### src/rtl/bin_pool_if.sv
// Pixel-stream and binned-result bundle for bin_pool.
// The block side uses the slave modport; the pixel source/consumer uses master.
interface bin_pool_if #(
    parameter int BIN_LOG2 = 2,
    parameter int CNT_W    = 2 * BIN_LOG2 + 1
);
    logic                  pixel_valid_in;
    logic [10:0]           hcount_in;
    logic [9:0]            vcount_in;
    logic                  pixel_in;
    logic [CNT_W-1:0]      threshold_in;
    logic                  valid_out;
    logic [10-BIN_LOG2:0]  hcount_out;
    logic [9-BIN_LOG2:0]   vcount_out;
    logic [CNT_W-1:0]      count_out;
    logic                  binned_out;
    logic                  frame_done_out;

    modport master (
        output pixel_valid_in, hcount_in, vcount_in,
        output pixel_in, threshold_in,
        input  valid_out, hcount_out, vcount_out,
        input  count_out, binned_out, frame_done_out
    );

    modport slave (
        input  pixel_valid_in, hcount_in, vcount_in,
        input  pixel_in, threshold_in,
        output valid_out, hcount_out, vcount_out,
        output count_out, binned_out, frame_done_out
    );
endinterface

### src/rtl/bin_pool.sv
// Spatial binning of a raster 1-bit mask stream into per-block ones counts.
// Row partial sums live in a column buffer; a bin emits on its bottom-right pixel.
module bin_pool #(
    parameter int H_RES    = 1280,
    parameter int V_RES    = 720,
    parameter int BIN_LOG2 = 2,
    parameter int CNT_W    = 2 * BIN_LOG2 + 1
) (
    input logic         clk_in,
    input logic         rst_n_in,
    bin_pool_if.slave   bus
);
    localparam int NCOL  = H_RES >> BIN_LOG2;
    localparam int NROW  = V_RES >> BIN_LOG2;
    localparam int IDX_W = (NCOL > 1) ? $clog2(NCOL) : 1;
    localparam int CW    = 11 - BIN_LOG2;
    localparam int RW    = 10 - BIN_LOG2;

    localparam logic [10:0]   H_LIM    = 11'(H_RES);
    localparam logic [9:0]    V_LIM    = 10'(V_RES);
    localparam logic [CW-1:0] LAST_COL = CW'(NCOL - 1);
    localparam logic [RW-1:0] LAST_ROW = RW'(NROW - 1);

    logic                accept;
    logic                group_end;
    logic [BIN_LOG2-1:0] sx;
    logic [BIN_LOG2-1:0] sy;
    logic [CW-1:0]       col;
    logic [RW-1:0]       row;
    logic [IDX_W-1:0]    idx;
    logic [BIN_LOG2:0]   hacc;
    logic [BIN_LOG2:0]   g;
    logic [CNT_W-1:0]    acc_rd;
    logic [CNT_W-1:0]    total;
    logic                band_ok;

    logic [CNT_W-1:0]    col_buf [NCOL];

    assign accept = bus.pixel_valid_in
                 && (bus.hcount_in < H_LIM)
                 && (bus.vcount_in < V_LIM);

    assign sx  = bus.hcount_in[BIN_LOG2-1:0];
    assign sy  = bus.vcount_in[BIN_LOG2-1:0];
    assign col = bus.hcount_in[10:BIN_LOG2];
    assign row = bus.vcount_in[9:BIN_LOG2];
    assign idx = col[IDX_W-1:0];

    assign group_end = accept && (sx == '1);
    assign g         = hacc + {{BIN_LOG2{1'b0}}, bus.pixel_in};
    assign acc_rd    = col_buf[idx];
    assign total     = acc_rd + CNT_W'(g);

    // First band row overwrites, so the buffer never needs clearing.
    always_ff @(posedge clk_in) begin
        if (group_end && (sy != '1)) begin
            col_buf[idx] <= (sy == '0) ? CNT_W'(g) : total;
        end
    end

    always_ff @(posedge clk_in or negedge rst_n_in) begin
        if (!rst_n_in) begin
            hacc               <= '0;
            band_ok            <= 1'b0;
            bus.valid_out      <= 1'b0;
            bus.hcount_out     <= '0;
            bus.vcount_out     <= '0;
            bus.count_out      <= '0;
            bus.binned_out     <= 1'b0;
            bus.frame_done_out <= 1'b0;
        end else begin
            bus.valid_out <= 1'b0;
            if (accept) begin
                if (sy == '0) begin
                    band_ok <= 1'b1;
                end
                unique case (1'b1)
                    (sx == '0): hacc <= {{BIN_LOG2{1'b0}}, bus.pixel_in};
                    (sx == '1): hacc <= '0;
                    default:    hacc <= g;
                endcase
            end
            // band_ok guards against stale sums left by a mid-band reset.
            if (group_end && (sy == '1) && band_ok) begin
                bus.valid_out      <= 1'b1;
                bus.count_out      <= total;
                bus.binned_out     <= (total >= bus.threshold_in);
                bus.hcount_out     <= col;
                bus.vcount_out     <= row;
                bus.frame_done_out <= (col == LAST_COL) && (row == LAST_ROW);
            end
        end
    end
endmodule

### src/flat_wrapper.sv
// flat-port wrapper written by rule: the top's interface ports become plain ports
module bin_pool_flat 
#(
    parameter int H_RES    = 1280,
    parameter int V_RES    = 720,
    parameter int BIN_LOG2 = 2,
    parameter int CNT_W    = 2 * BIN_LOG2 + 1
)
  (clk_in, rst_n_in, bus_pixel_valid_in, bus_hcount_in, bus_vcount_in, bus_pixel_in, bus_threshold_in, bus_valid_out, bus_hcount_out, bus_vcount_out, bus_count_out, bus_binned_out, bus_frame_done_out);
  bin_pool_if #(.BIN_LOG2(BIN_LOG2), .CNT_W(CNT_W)) bus_i ();
  input logic clk_in;
  input logic rst_n_in;
  input wire logic [$bits(bus_i.pixel_valid_in)-1:0] bus_pixel_valid_in;
  input wire logic [$bits(bus_i.hcount_in)-1:0] bus_hcount_in;
  input wire logic [$bits(bus_i.vcount_in)-1:0] bus_vcount_in;
  input wire logic [$bits(bus_i.pixel_in)-1:0] bus_pixel_in;
  input wire logic [$bits(bus_i.threshold_in)-1:0] bus_threshold_in;
  output wire logic [$bits(bus_i.valid_out)-1:0] bus_valid_out;
  output wire logic [$bits(bus_i.hcount_out)-1:0] bus_hcount_out;
  output wire logic [$bits(bus_i.vcount_out)-1:0] bus_vcount_out;
  output wire logic [$bits(bus_i.count_out)-1:0] bus_count_out;
  output wire logic [$bits(bus_i.binned_out)-1:0] bus_binned_out;
  output wire logic [$bits(bus_i.frame_done_out)-1:0] bus_frame_done_out;
  assign bus_i.pixel_valid_in = bus_pixel_valid_in;
  assign bus_i.hcount_in = bus_hcount_in;
  assign bus_i.vcount_in = bus_vcount_in;
  assign bus_i.pixel_in = bus_pixel_in;
  assign bus_i.threshold_in = bus_threshold_in;
  assign bus_valid_out = bus_i.valid_out;
  assign bus_hcount_out = bus_i.hcount_out;
  assign bus_vcount_out = bus_i.vcount_out;
  assign bus_count_out = bus_i.count_out;
  assign bus_binned_out = bus_i.binned_out;
  assign bus_frame_done_out = bus_i.frame_done_out;
  bin_pool #(.H_RES(H_RES), .V_RES(V_RES), .BIN_LOG2(BIN_LOG2), .CNT_W(CNT_W)) u_core (.clk_in(clk_in), .rst_n_in(rst_n_in), .bus(bus_i));
endmodule
### config.mk
export PLATFORM = sky130hd
export DESIGN_NAME = bin_pool_flat
export DESIGN_NICKNAME = d
export VERILOG_FILES = /design/src/rtl/bin_pool_if.sv /design/src/rtl/bin_pool.sv /design/src/flat_wrapper.sv
export SDC_FILE = /design/constraint.sdc
export NUM_CORES = 2
export LEC_CHECK = 0
export CORE_MARGIN = 2
export CORE_UTILIZATION = 63
export DETAILED_ROUTE_END_ITERATION = 8
export DONT_BUFFER_PORTS = 1
export GPL_TIMING_DRIVEN = 1
export PLACE_DENSITY = 0.77
export SYNTH_ARGS = -nofsm -noshare
export SYNTH_HDL_FRONTEND = slang
export SYNTH_SLANG_ARGS = --single-unit
export TNS_END_PERCENT = 1
### constraint.sdc
create_clock -name clk_in -period 19.6 [get_ports clk_in]
set_input_delay 1.96 -clock clk_in [delete_from_list [all_inputs] [get_ports clk_in]]
set_output_delay 1.96 -clock clk_in [all_outputs]
set_load 0.03 [all_outputs]
==> flow_metrics.py <==
metrics = {
    "status": {
        "status": "finished, final reports clean",
    },
    "hold_path": {
        "min_path_type": "reg2reg",
        "holdPathEnd": "u_core.band_ok$_DFFE_PN0P_",
        "min_from": "u_core.band_ok$_DFFE_PN0P_",
        "min_path_cells": 1,
    },
    "synthesis": {
        "syn_inst": 2954,
        "synth_edf_count": 1600,
        "synth_top_cell_by_area": "edfxtp_1",
        "synthTopCellsByArea": "edfxtp_1 (75%), mux4_2 (17%), nor2_1 (2.0%), dfrtp_1 (1.1%), mux2_2 (0.60%)",
        "ys.warnings.count": 0,
        "yosysTopAreaCellShare_pct": 75.1,
        "yosysSeqAreaShare_pct": 76.2,
        "synth_cell_types": 52,
        "ys_ff_latch": 1629,
        "yosys-top-cells-count": "edfxtp_1 (1600), mux4_2 (480), nor2_1 (346)",
        "syn_area_per_cell_um2": 21.7,
        "synth_ff_type": "edfxtp_1",
        "synth_most_common_cell": "edfxtp_1",
        "syn-num-nets": 2997,
        "synth_area_mm2": 0.0640,
        "synthArstFlopShare_pct": 1.78,
    },
    "drt": {
        "drtAntennaViolNets": 0,
        "first_pass_iters": 8,
        "totalWireLength_um": 149000,
        "vias": 31057,
        "remaining_drc_errors": 0,
        "wl_per_cell_um": 33.6,
        "drt_iter0_drc": 4785,
        "vias_per_cell": 6.99,
    },
    "floorplan": {
        "coreArea_mm2": 0.100,
        "start_util_pct": 63.7,
        "io_pins": 55,
        "row_count": 116,
        "dieArea_mm2": 0.104,
        "die_y_um": 323,
        "dieWidth_um": 323,
    },
    "grt": {
        "track_usage_pct": 29.5,
        "grt_pass1_wl_um": 218000,
        "grt_pass1_vias": 31395,
        "grt_max_degree": 410,
        "grt_antenna_before_repair": 0,
        "grt_overflow": 0,
    },
    "sta": {
        "finalSetupTns_ns": 0,
        "worst_pin_slew_ns": 1.45,
        "finalHoldViolCount": 0,
        "max_slew_margin_pct": 3.40,
        "skew_ns": 0.0316,
        "fmax_mhz": 113,
        "fin_crit_sh_pct": 45.3,
        "rsz0062_at_grt": "no",
        "period_needed_ns": 8.88,
        "hold-worst-slack_ns": 0.499,
        "setup_ws_ns": 10.72,
        "setup_viol": 0,
        "drv_slew": 0,
    },
    "flow_run": {
        "cap_violations": 0,
    },
    "layout": {
        "antenna_cells": 0,
        "nets": 3003,
        "drive_gt1_share_pct": 25.6,
        "final_cells": 4440,
        "utilization_pct": 70.0,
        "fill_cells": 5752,
        "seq_area_mm2": 0.0488,
        "final_area_mm2": 0.0703,
        "syn2layout_area_growth_pct": 9.78,
        "multi_input_area_mm2": 0.0144,
    },
    "clock_network": {
        "clockBufferDepth": 3,
        "h-tree-depth": 4,
        "clk_latency_ns": 0.77,
        "postCtsHoldBufs": 0,
        "clock_sinks": 1629,
        "clk_pin_slew_ns": 0.06,
        "numCtsBuffers": 156,
        "cts_setup_buffers": 0,
        "cts_tree": "built",
        "cts_root_buf": "clkbuf_16",
        "cts_resized": 0,
    },
    "critical_path": {
        "worstSetupStartpointType": "input port",
        "path_class": "in2reg",
        "rrSetupSlack_ns": 12.67,
        "cp.arrival_ns": 9.30,
        "r2r-end": "u_core.col_buf[314][2]$_DFFE_PP_",
        "r2r_start": "u_core.col_buf[224][0]$_DFFE_PP_",
        "rr_worst_depth": 12,
        "cp_max_fo": 401,
        "cpMostUsedCell": "mux4_2",
        "crit_slowest_cell": "mux4_2",
        "endpoint_kind": "flip-flop",
        "path_cells": "mux4_2 -> mux4_2 -> mux4_2 -> mux2i_1 -> a221oi_1 -> ha_1 -> fa_1 -> xor2_1 -> nor2_1 -> a31oi_4 -> buf_4 -> buf_4",
        "cpPeakStageDelay_ns": 0.97,
        "crit_required_ns": 20.02,
    },
    "pwr": {
        "peakVddDrop_v": 0.0000959,
        "p_leak_nw": 21.7,
        "powerDensity_mw_per_mm2": 116,
        "total_power_mw": 8.14,
    },
    "place": {
        "placed_cells": 4159,
        "hpwl_um": 81900,
        "gp_congestion": 0.844,
        "post-place-ws_ns": 10.91,
        "portBuffers": 0,
        "dpl_cell_area_mm2": 0.0652,
    },
}
layout by cell type (no fill, tap or decap), drive strengths merged, types with 6 or more instances in the layout:
cell / count
inv: 18
nor2b: 12
a211oi: 8
mux2i: 35
edfxtp: 1600
mux2: 34
dfrtp: 29
nor2: 346
a21oi: 15
a31oi: 7
clkbuf: 184
bufinv: 18
nand2b: 9
nor3: 6
a22oi: 16
mux4: 480
a221oi: 8
buf: 33
ha: 12
nand2: 58
nand3: 16
o22ai: 8
clkinv: 71
o21ai: 15
metal layers:
layer,vias to the layer above,global-route usage (%),wire length [um]
li1,12264,-,-
met1,16290,41.2,55000
met2,2132,45.9,72000
met3,371,7.28,16100
met4,0,11.4,6070
met5,-,0,0
power by group:
part           leakage [nW]  switching, mW  internal, mW  total [mW]
combinational          4.34          0.588         0.165       0.754
clock                  2.51           1.27          1.75        3.03
sequential             14.8         0.0315          4.33        4.36
sequential cells by signal, summed over array words and instances (netlist names):
register,count
u_core.bus.valid_out,1
u_core.bus.count_out,5
u_core.col_buf,1600
u_core.bus.vcount_out,8
u_core.hacc,3
u_core.bus.binned_out,1
u_core.bus.hcount_out,9
u_core.bus.frame_done_out,1
u_core.band_ok,1
worst max-delay path, delay by kind of cell:
kind	cells	cell delay [ns]
multiplexers	4	2.51
AND/OR/NAND/NOR	1	0.15
AO/OA/AOI/OAI	2	1.04
XOR/XNOR	1	0.35
adder cells (fa/ha/maj)	2	0.76
buffers and inverters	2	1.69
worst max path at each step:
stage	slack, ns	to	cells past startpoint	start
finish	10.72	u_core.col_buf[314][2]$_DFFE_PP_	12	bus_hcount_in[2]
global route	10.85	u_core.col_buf[314][2]$_DFFE_PP_	12	bus_hcount_in[2]
CTS	11.64	u_core.col_buf[314][2]$_DFFE_PP_	12	bus_hcount_in[2]
detailed placement	10.91	u_core.col_buf[308][2]$_DFFE_PP_	12	bus_hcount_in[2]
global placement	11.26	u_core.col_buf[312][2]$_DFFE_PP_	12	bus_hcount_in[2]
floorplan	-0.22	u_core.col_buf[0][0]$_DFFE_PP_	12	bus_hcount_in[2]
kinds of logic (layout without fill, tap and decap cells):
family,count (synthesis),in the layout,share of synthesized area [%]
simple gates,466,466,2.97
xor+xnor,2,2,0.0274
flops,1629,1629,76.2
compound gates,96,96,1.03
buf+inv,199,328,1.49
fa+ha+maj,13,13,0.266
mux,549,549,18.0
cell type report:
| type | count | share of cell area, % |
|---|---|---|
| Sequential cell | 1629 | 69.4 |
| Clock inverter | 97 | 1.38 |
| Multi-Input combinational cell | 1126 | 20.4 |
| Tap cell | 1357 | 2.42 |
| Timing Repair Buffer | 33 | 0.370 |
| Clock buffer | 184 | 5.92 |
| Inverter | 14 | 0.0748 |
Power figures use the tool's default switching activity.
